<file path="src/rtl/dlx_hazard_ctrl.sv">
// rtl/dlx_hazard_ctrl.sv - DLX pipeline hazard, forwarding and flush controller
//
// Tracks destination registers of in-flight instructions (EX, MEM, WB, ...)
// in a shift-register scoreboard and derives operand-forwarding selects,
// load-use stalls and branch/jump flushes for the instruction in ID.
//
// Ports:
//   clock, reset                 rising-edge clock, async active-high reset
//   id_valid                     ID holds a real instruction
//   id_rs1/id_rs2, *_used        source addresses and whether they are read
//   id_rd, id_wr, id_is_load     destination, write enable, load flag
//   ex_redirect                  taken branch/jump resolved in EX
//   stall                        hold PC and IF/ID, bubble into EX
//   flush_if, flush_id           squash IF/ID and ID/EX
//   fwd_a, fwd_b                 0 = register file, k+1 = scoreboard entry k
//   stall_count, flush_count     saturating performance counters
module dlx_hazard_ctrl #(
  parameter int AW         = 5,
  parameter int DEPTH      = 3,
  parameter int LOAD_STAGE = 1,
  parameter int CW         = 16,
  parameter int FW         = $clog2(DEPTH + 1)
) (
  input  logic          clock,
  input  logic          reset,
  input  logic          id_valid,
  input  logic [AW-1:0] id_rs1,
  input  logic [AW-1:0] id_rs2,
  input  logic          id_rs1_used,
  input  logic          id_rs2_used,
  input  logic [AW-1:0] id_rd,
  input  logic          id_wr,
  input  logic          id_is_load,
  input  logic          ex_redirect,
  output logic          stall,
  output logic          flush_if,
  output logic          flush_id,
  output logic [FW-1:0] fwd_a,
  output logic [FW-1:0] fwd_b,
  output logic [CW-1:0] stall_count,
  output logic [CW-1:0] flush_count
);

  logic [DEPTH-1:0]         sb_valid_q, sb_valid_d;
  logic [DEPTH-1:0]         sb_load_q,  sb_load_d;
  logic [DEPTH-1:0][AW-1:0] sb_rd_q,    sb_rd_d;
  logic [CW-1:0]            stall_count_q, stall_count_d;
  logic [CW-1:0]            flush_count_q, flush_count_d;

  logic [FW-1:0] sel_a, sel_b;
  logic          a_load_early, b_load_early;
  logic          stall_int;
  logic          issue;

  // Walk from oldest to youngest so the youngest matching producer is the
  // last one assigned. The stall decision follows that same producer, so an
  // older load shadowed by a younger ALU write does not stall.
  always_comb begin
    sel_a        = '0;
    sel_b        = '0;
    a_load_early = 1'b0;
    b_load_early = 1'b0;
    for (int k = DEPTH - 1; k >= 0; k--) begin
      if (sb_valid_q[k] && (sb_rd_q[k] == id_rs1) && (id_rs1 != '0) && id_rs1_used) begin
        sel_a        = FW'(k + 1);
        a_load_early = sb_load_q[k] && (k < LOAD_STAGE);
      end
      if (sb_valid_q[k] && (sb_rd_q[k] == id_rs2) && (id_rs2 != '0) && id_rs2_used) begin
        sel_b        = FW'(k + 1);
        b_load_early = sb_load_q[k] && (k < LOAD_STAGE);
      end
    end
  end

  // A redirect squashes the ID instruction, so it never needs to wait.
  assign stall_int = !reset && id_valid && !ex_redirect && (a_load_early || b_load_early);
  assign issue     = id_valid && !stall_int && !ex_redirect;

  assign stall       = stall_int;
  assign flush_if    = !reset && ex_redirect;
  assign flush_id    = !reset && ex_redirect;
  assign fwd_a       = (!reset && id_valid) ? sel_a : '0;
  assign fwd_b       = (!reset && id_valid) ? sel_b : '0;
  assign stall_count = stall_count_q;
  assign flush_count = flush_count_q;

  always_comb begin
    sb_valid_d = sb_valid_q;
    sb_load_d  = sb_load_q;
    sb_rd_d    = sb_rd_q;
    for (int k = DEPTH - 1; k >= 1; k--) begin
      sb_valid_d[k] = sb_valid_q[k-1];
      sb_load_d[k]  = sb_load_q[k-1];
      sb_rd_d[k]    = sb_rd_q[k-1];
    end
    // Writes to r0 enter as invalid so they can never be forwarded.
    sb_valid_d[0] = issue && id_wr && (id_rd != '0);
    sb_load_d[0]  = issue && id_is_load;
    sb_rd_d[0]    = id_rd;

    stall_count_d = stall_count_q;
    if (stall_int && (stall_count_q != '1)) begin
      stall_count_d = stall_count_q + CW'(1);
    end
    flush_count_d = flush_count_q;
    if (ex_redirect && (flush_count_q != '1)) begin
      flush_count_d = flush_count_q + CW'(1);
    end
  end

  always_ff @(posedge clock or posedge reset) begin
    if (reset) begin
      sb_valid_q    <= '0;
      sb_load_q     <= '0;
      sb_rd_q       <= '0;
      stall_count_q <= '0;
      flush_count_q <= '0;
    end else begin
      sb_valid_q    <= sb_valid_d;
      sb_load_q     <= sb_load_d;
      sb_rd_q       <= sb_rd_d;
      stall_count_q <= stall_count_d;
      flush_count_q <= flush_count_d;
    end
  end

endmodule

</file>
<file path="config.mk">
export PLATFORM = sky130hd
export DESIGN_NAME = dlx_hazard_ctrl
export DESIGN_NICKNAME = d
export VERILOG_FILES = /design/src/rtl/dlx_hazard_ctrl.sv
export SDC_FILE = /design/constraint.sdc
export NUM_CORES = 1
export LEC_CHECK = 0
export ABC_AREA = 1
export CAP_MARGIN = 20
export CORE_UTILIZATION = 56
export CTS_CLUSTER_SIZE = 40
export DETAILED_ROUTE_END_ITERATION = 7
export GPL_TIMING_DRIVEN = 0
export PLACE_DENSITY = 0.86
export SYNTH_ARGS = -nofsm -noshare
export SYNTH_HDL_FRONTEND = slang
export SYNTH_SLANG_ARGS = --single-unit
</file>
<file path="constraint.sdc">
create_clock -name clock -period 4.7 [get_ports clock]
set_input_delay 0.94 -clock clock [delete_from_list [all_inputs] [get_ports clock]]
set_output_delay 0.94 -clock clock [all_outputs]
set_load 0.05 [all_outputs]
</file>
==> flow_summary.toml, run 1 <==
[yosys]
synth.distinct_cells = 32
ys_ff_latch = 51
yosys_warnings = 0
syn_nets = 457
synth_edf_count = 0
synth.avg_cell_area_sq_um = 7.206
synth_area_sq_um = 3113
syn_inst = 432
seq_area_frac_synth_pct = 41.00
synth_ff_type = "dfrtp_1"
async_flop_share_pct = 100.0

[final_layout]
final_cell_mix = "nand2_1, clkdlybuf4s50_1, nor2_1"
fin_util_pct = 74.70
area_growth_pct = 25.68
final_area_sq_um = 3913
nNetsFinal = 526
diodes = 0
layout_commonest_cell = "nand2_1"
drive_gt1_share_pct = 6.175

[timing]
setup_tns_ns = 0
hold_viol = 0
setup_viol = 0
slew_viol_final = 0
tightestPinTransition_ns = 0.5186
slew_headroom_pct = 65.32
fmax_ghz = 0.2369
grt_setup_unrepaired = "false"
layout_min_cycle_time_ns = 4.221
fin_worst_skew_ns = 0.007211
period_share_pct = 89.80

[setup_path]
cp_num_buf_inv = 5
crit_path_end_kind = "output pin"
crit_path_frequent_cell = "nand2_1"
reg2reg_from = "flush_count[0]"
cp.required_ns = 3.76
r2r-end = "flush_count[12]"
slowest_stage = "clkdlybuf4s50_1"
crit_family = "buffers and inverters"
worst-path-max-fanout = 4
cp.depth = 12
max_stage_delay_ns = 0.81
critPathKind = "primary input to output pin"
start_kind = "primary input"
r2r_setup_slack_ns = 2.83
worstRegToRegCells = 9
path_cells = "clkdlybuf4s50_1, inv_1, nand2_1, nand2_1, inv_1, nand2_1, nor2_1, nand2_1, nand2_1, nand2_1, inv_1, clkdlybuf4s50_1"
crit_arrival_ns = 3.28

[pwr]
p_per_area_nw_per_um2 = 283.3
p_leak_uw = 0.001909
vdd_drop_max_v = 0.0003888

[clocking]
clkTransAtPathRegs_ns = 0.09
cts.hold.buffers_added = 0
root_buffer = "clkbuf_8"
cts_tree = "yes"
htree_levels = 2
cts_setup_buffers = 0
cts_sinks = 51
clockBufferDepth = 2
cts-buffers-inserted = 5
cts_resized = 0
clock_latency_ns = 0.30

[routing]
drt-total-wl_mm = 7.745
vias = 3100
vias_per_cell = 5.420
routedWlPerCell_microns = 13.54
ant_nets = 0
drcViolationCount = 0
drtIter0Drc = 263
dr.pass1.iters = 6

[floorplan]
die_w_microns = 76.56
initial_core_util_pct = 59.44
core_sq_um = 5238
fp-row-count = 26
die-height_microns = 76.56
die-area_sq_um = 5861
pin_count = 62

[global_route]
grt_antenna_before_repair = 0
grt_pass1_vias = 3001
grt_pass1_wl_mm = 13.60
grtUsageTotal_pct = 29.21
overflow = 0
grt_max_degree = 32

[worst_hold_path]
hp-class = "register to register"
hold_end = "sb_valid_q[2]"
whs_path_depth = 0
hp-start = "sb_valid_q[1]"

[place]
placed_area_sq_um = 3831
portBuffers = 61
post-dp-hpwl_mm = 6.148
place.gp.congestion = 0.9052

[job]
cap_violations = 0

[run_status]
status = "completed"
[worst max-delay path by stage]
| stage | from | to | slack [ns] |
|---|---|---|---|
| floorplan | id_rs1[4] | fwd_a[0] | 1.54 |
| global placement | id_rs1[1] | stall | 0.55 |
| detailed placement | id_rs1[1] | stall | 0.51 |
| CTS | id_rs1[1] | stall | 0.51 |
| global route | id_rs1[1] | stall | 0.29 |
| finish | id_rs1[1] | stall | 0.48 |
[state kept, by name, summed over array words and instances (netlist names)]
name / count
stall_count: 16
flush_count: 16
sb_rd_q: 5
sb_rd_d: 10
sb_load_q: 1
sb_valid_q: 3
[synthesized netlist by cell type, types with 2 or more instances]
cell,count,area share [%]
o21ai_0,6,0.96
nand4_1,24,4.8
nor2_1,53,6.4
a21oi_1,8,1.3
xnor2_1,8,2.3
or2_2,2,0.40
inv_1,52,6.3
dfrtp_1,51,41
buf_6,2,0.72
nand3_1,22,3.5
and2_1,2,0.40
nand2_2,2,0.40
buf_2,3,0.48
xor2_1,17,4.8
o21ai_2,4,1.1
nand2_1,150,18
nor3_1,5,0.80
inv_2,2,0.24
ha_1,2,0.80
o22ai_1,5,1.0
[metrics by stage]
stage	instances	setup WS, ns	hold slack, ns	power, uW
4_1_cts	572	0.5084	0.4201	1114
2_1_floorplan	432	1.545	0.3735	743.9
5_1_grt	572	0.2945	0.4415	1161
3_3_place_gp	563	0.5531	0.3998	860.9
3_5_place_dp	564	0.5150	0.4028	869.8
6_report	572	0.4794	0.4163	1108
[final cells by class]
cell class / instances / area [sq um]
Clock inverter: 1 / 5.005
Tap cell: 70 / 87.58
Clock buffer: 7 / 76.32
Sequential cell: 51 / 1276
Inverter: 54 / 202.7
Timing Repair Buffer: 62 / 630.6
Multi-Input combinational cell: 321 / 1589
Fill cell: 418 / 1325
Buffer: 6 / 45.04
[power breakdown]
part	switching (uW)	leakage [uW]	total, uW	internal, uW
combinational	213	0.00121	333	119
clock	140	0.0000422	245	105
sequential	53.2	0.000656	531	478
[cell families after synthesis]
| family | after synthesis | synth area share [%] |
|---|---|---|
| and+or+nand+nor | 268 | 38.14 |
| buffers and inverters | 60 | 7.958 |
| DFF | 51 | 41.00 |
| AOI/OAI and AO/OA | 26 | 5.064 |
| xor gates and xnor gates | 25 | 7.034 |
| adders and majority gates | 2 | 0.8037 |
[per-layer routing]
| metal | vias to the layer above | routed length (microns) | part of all wire (%) | track usage, % |
|---|---|---|---|---|
| met5 | - | 0 | 0 | 0 |
| met4 | 0 | 155 | 2.0 | 10.58 |
| met3 | 16 | 555 | 7.2 | 4.671 |
| met2 | 132 | 3739 | 48 | 49.10 |
| met1 | 1447 | 3294 | 43 | 38.04 |
| li1 | 1505 | - | - | - |
No activity file was read; power rests on OpenSTA's default activity.
==> run 2, diff against run 1 <==
--- a/config.mk
+++ b/config.mk
@@ -5,13 +5,13 @@
 export SDC_FILE = /design/constraint.sdc
 export NUM_CORES = 1
 export LEC_CHECK = 0
-export ABC_AREA = 1
 export CAP_MARGIN = 20
-export CORE_UTILIZATION = 56
+export CORE_MARGIN = 4
+export CORE_UTILIZATION = 53
 export CTS_CLUSTER_SIZE = 40
 export DETAILED_ROUTE_END_ITERATION = 7
 export GPL_TIMING_DRIVEN = 0
-export PLACE_DENSITY = 0.86
+export PLACE_DENSITY = 0.85
 export SYNTH_ARGS = -nofsm -noshare
 export SYNTH_HDL_FRONTEND = slang
 export SYNTH_SLANG_ARGS = --single-unit
==> flow_summary.toml, run 2 <==
[clocking]
cts.hold.buffers_added = 0
cts_resized = 1
clockBufferDepth = 2
cts_sinks = 51
clock_latency_ns = 0.30
clkTransAtPathRegs_ns = 0.09
cts_setup_buffers = 0
root_buffer = "clkbuf_8"
cts-buffers-inserted = 5
cts_tree = "yes"
htree_levels = 2

[yosys]
synth_top_area_share_pct = 51.15
ys_ff_latch = 51
yosys_warnings = 0
syn_nets = 249
synth_ff_type = "dfrtp_1"
yosysTopAreaCell = "dfrtp_1"
synth_edf_count = 0
syn_inst = 224
netlist_top_cells_area = "dfrtp_1, xor2_1, xnor2_1"
synth_top_cells_by_count = "dfrtp_1, xor2_1, xnor2_1"
synth_most_common_cell = "dfrtp_1"
synth_area_sq_um = 2495
synth.distinct_cells = 40
seq_area_frac_synth_pct = 51.15
synth.avg_cell_area_sq_um = 11.14
async_flop_share_pct = 100.0

[setup_path]
crit_arrival_ns = 3.66
crit_path_end_kind = "output pin"
reg2reg_from = "flush_count[4]"
start_kind = "primary input"
worst-path-max-fanout = 5
r2r_setup_slack_ns = 2.58
r2r-end = "flush_count[6]"
critPathKind = "primary input to output pin"
cp.required_ns = 3.76
worstRegToRegCells = 7

[timing]
setup_ws_ns = 0.1042
hold_viol = 0
slew_headroom_pct = 65.28
slew_viol_final = 0
layout_min_cycle_time_ns = 4.596
grt_setup_unrepaired = "false"
setup_viol = 0
fin_worst_skew_ns = 0.008483
period_share_pct = 97.78
fmax_ghz = 0.2176
tightestPinTransition_ns = 0.5191

[worst_hold_path]
hp-start = "sb_valid_q[1]"
hp-class = "register to register"
hold_end = "sb_valid_q[2]"
whs_path_depth = 0

[final_layout]
final_area_sq_um = 3277
layout_commonest_cell = "clkdlybuf4s50_1"
drive_gt1_share_pct = 8.163
nNetsFinal = 318
area_growth_pct = 31.34
diodes = 0
final_cell_mix = "clkdlybuf4s50_1, dfrtp_1, xor2_1"

[routing]
vias_per_cell = 5.329
routedWlPerCell_microns = 15.18
drcViolationCount = 0
dr.pass1.iters = 4
vias = 1844
drtIter0Drc = 102
ant_nets = 0
drt-total-wl_mm = 5.251

[job]
cap_violations = 0

[place]
placed_area_sq_um = 3197
portBuffers = 61
place.gp.congestion = 0.8225
post-dp-hpwl_mm = 4.003
place_ws_ns = -0.008119

[run_status]
status = "completed"

[floorplan]
die-area_sq_um = 5869
die_w_microns = 76.61
core_sq_um = 4444
initial_core_util_pct = 56.14
pin_count = 62
die-height_microns = 76.61
fp-row-count = 24

[global_route]
met3_usage_pct = 5.674
top_usage_layer = "met2"
grt_use_met1_pct = 24.17
grt_antenna_before_repair = 0
grtUsageTotal_pct = 18.94
overflow = 0
grt_max_degree = 43
grt_pass1_vias = 1903
grt_pass1_wl_mm = 8.921
grt_util_met2_pct = 31.46

[pwr]
p_per_area_nw_per_um2 = 326.5
power_uw = 1070
p_leak_uw = 0.001394
vdd_drop_max_v = 0.0003586
==> run 2: cell count changes in the layout (fill, tap and decap cells not counted), sizes merged, moves of 4 or more <==
cell,before,now
nand2,153,16
inv,54,8
nor2,55,13
nand4,25,6
xor2,17,34
xnor2,8,24
nand3,23,12
nor4,0,7
o21ai,11,5
o22ai,5,0
a21oi,8,4
nor3,7,11
==> run 2: kinds of logic after synthesis <==
family	count (synthesis)	share of synthesized area [%]
compound gates	15	4.765
buf+inv	11	2.156
flops	51	51.15
xor+xnor	58	20.36
fa+ha+maj	2	1.003
simple gates	85	19.51
mux	2	1.053
==> run 2: layer usage <==
metal / up-vias / part of all wire, %
li1: 911 / -
met2: 48 / 50
met3: 4 / 4.9
met4: 0 / 0.86
met5: - / 0
met1: 881 / 45
==> run 2: worst max-delay path: stages <==
cell and delay [ns]:
clkdlybuf4s50_1 0.52, or4_4 0.59, o21ai_4 0.18, and4b_1 0.25
a2111oi_2 0.30, clkdlybuf4s50_1 0.86
==> run 2: cell type report <==
| class | count | area (sq um) |
|---|---|---|
| fillers | 328 | 1167 |
| clock buffers | 7 | 76.32 |
| multi-input cells | 162 | 1171 |
| plain buffers | 3 | 23.77 |
| clock inverters | 1 | 5.005 |
| well taps | 52 | 65.06 |
| inverters | 8 | 30.03 |
| flip-flops and latches | 51 | 1276 |
| repair buffers | 62 | 629.4 |
==> run 2: how the worst max path moves through the flow <==
stage | slack [ns] | end | cells past startpoint | startpoint
2_1_floorplan | 0.26 | fwd_a[1] | 3 | reset
5_1_grt | 0.04 | fwd_b[1] | 6 | id_rs2[0]
4_1_cts | 0.10 | fwd_b[1] | 6 | id_rs2[0]
3_5_place_dp | -0.008 | stall | 7 | reset
6_report | 0.10 | fwd_b[1] | 6 | id_rs2[0]
3_3_place_gp | -1.26 | stall | 6 | reset
==> run 2: per-stage QoR <==
step                setup TNS, ns  cells  hold slack [ns]  util (%)
floorplan                       0    224           0.3731         -
global placement           -3.886    337           0.3989     71.48
detailed placement      -0.008119    338           0.3961     71.93
CTS                             0    346           0.4152     73.73
global route                    0    346           0.4171     73.73
finish                          0    346           0.4165     73.73
==> run 2: where the power goes <==
part | internal [uW] | total [uW] | leakage (uW) | switching, uW
clock | 105 | 241 | 0.0000422 | 136
combinational | 117 | 303 | 0.000711 | 186
sequential | 477 | 526 | 0.000641 | 48.4
total | 699 | 1070 | 0.00139 | 370
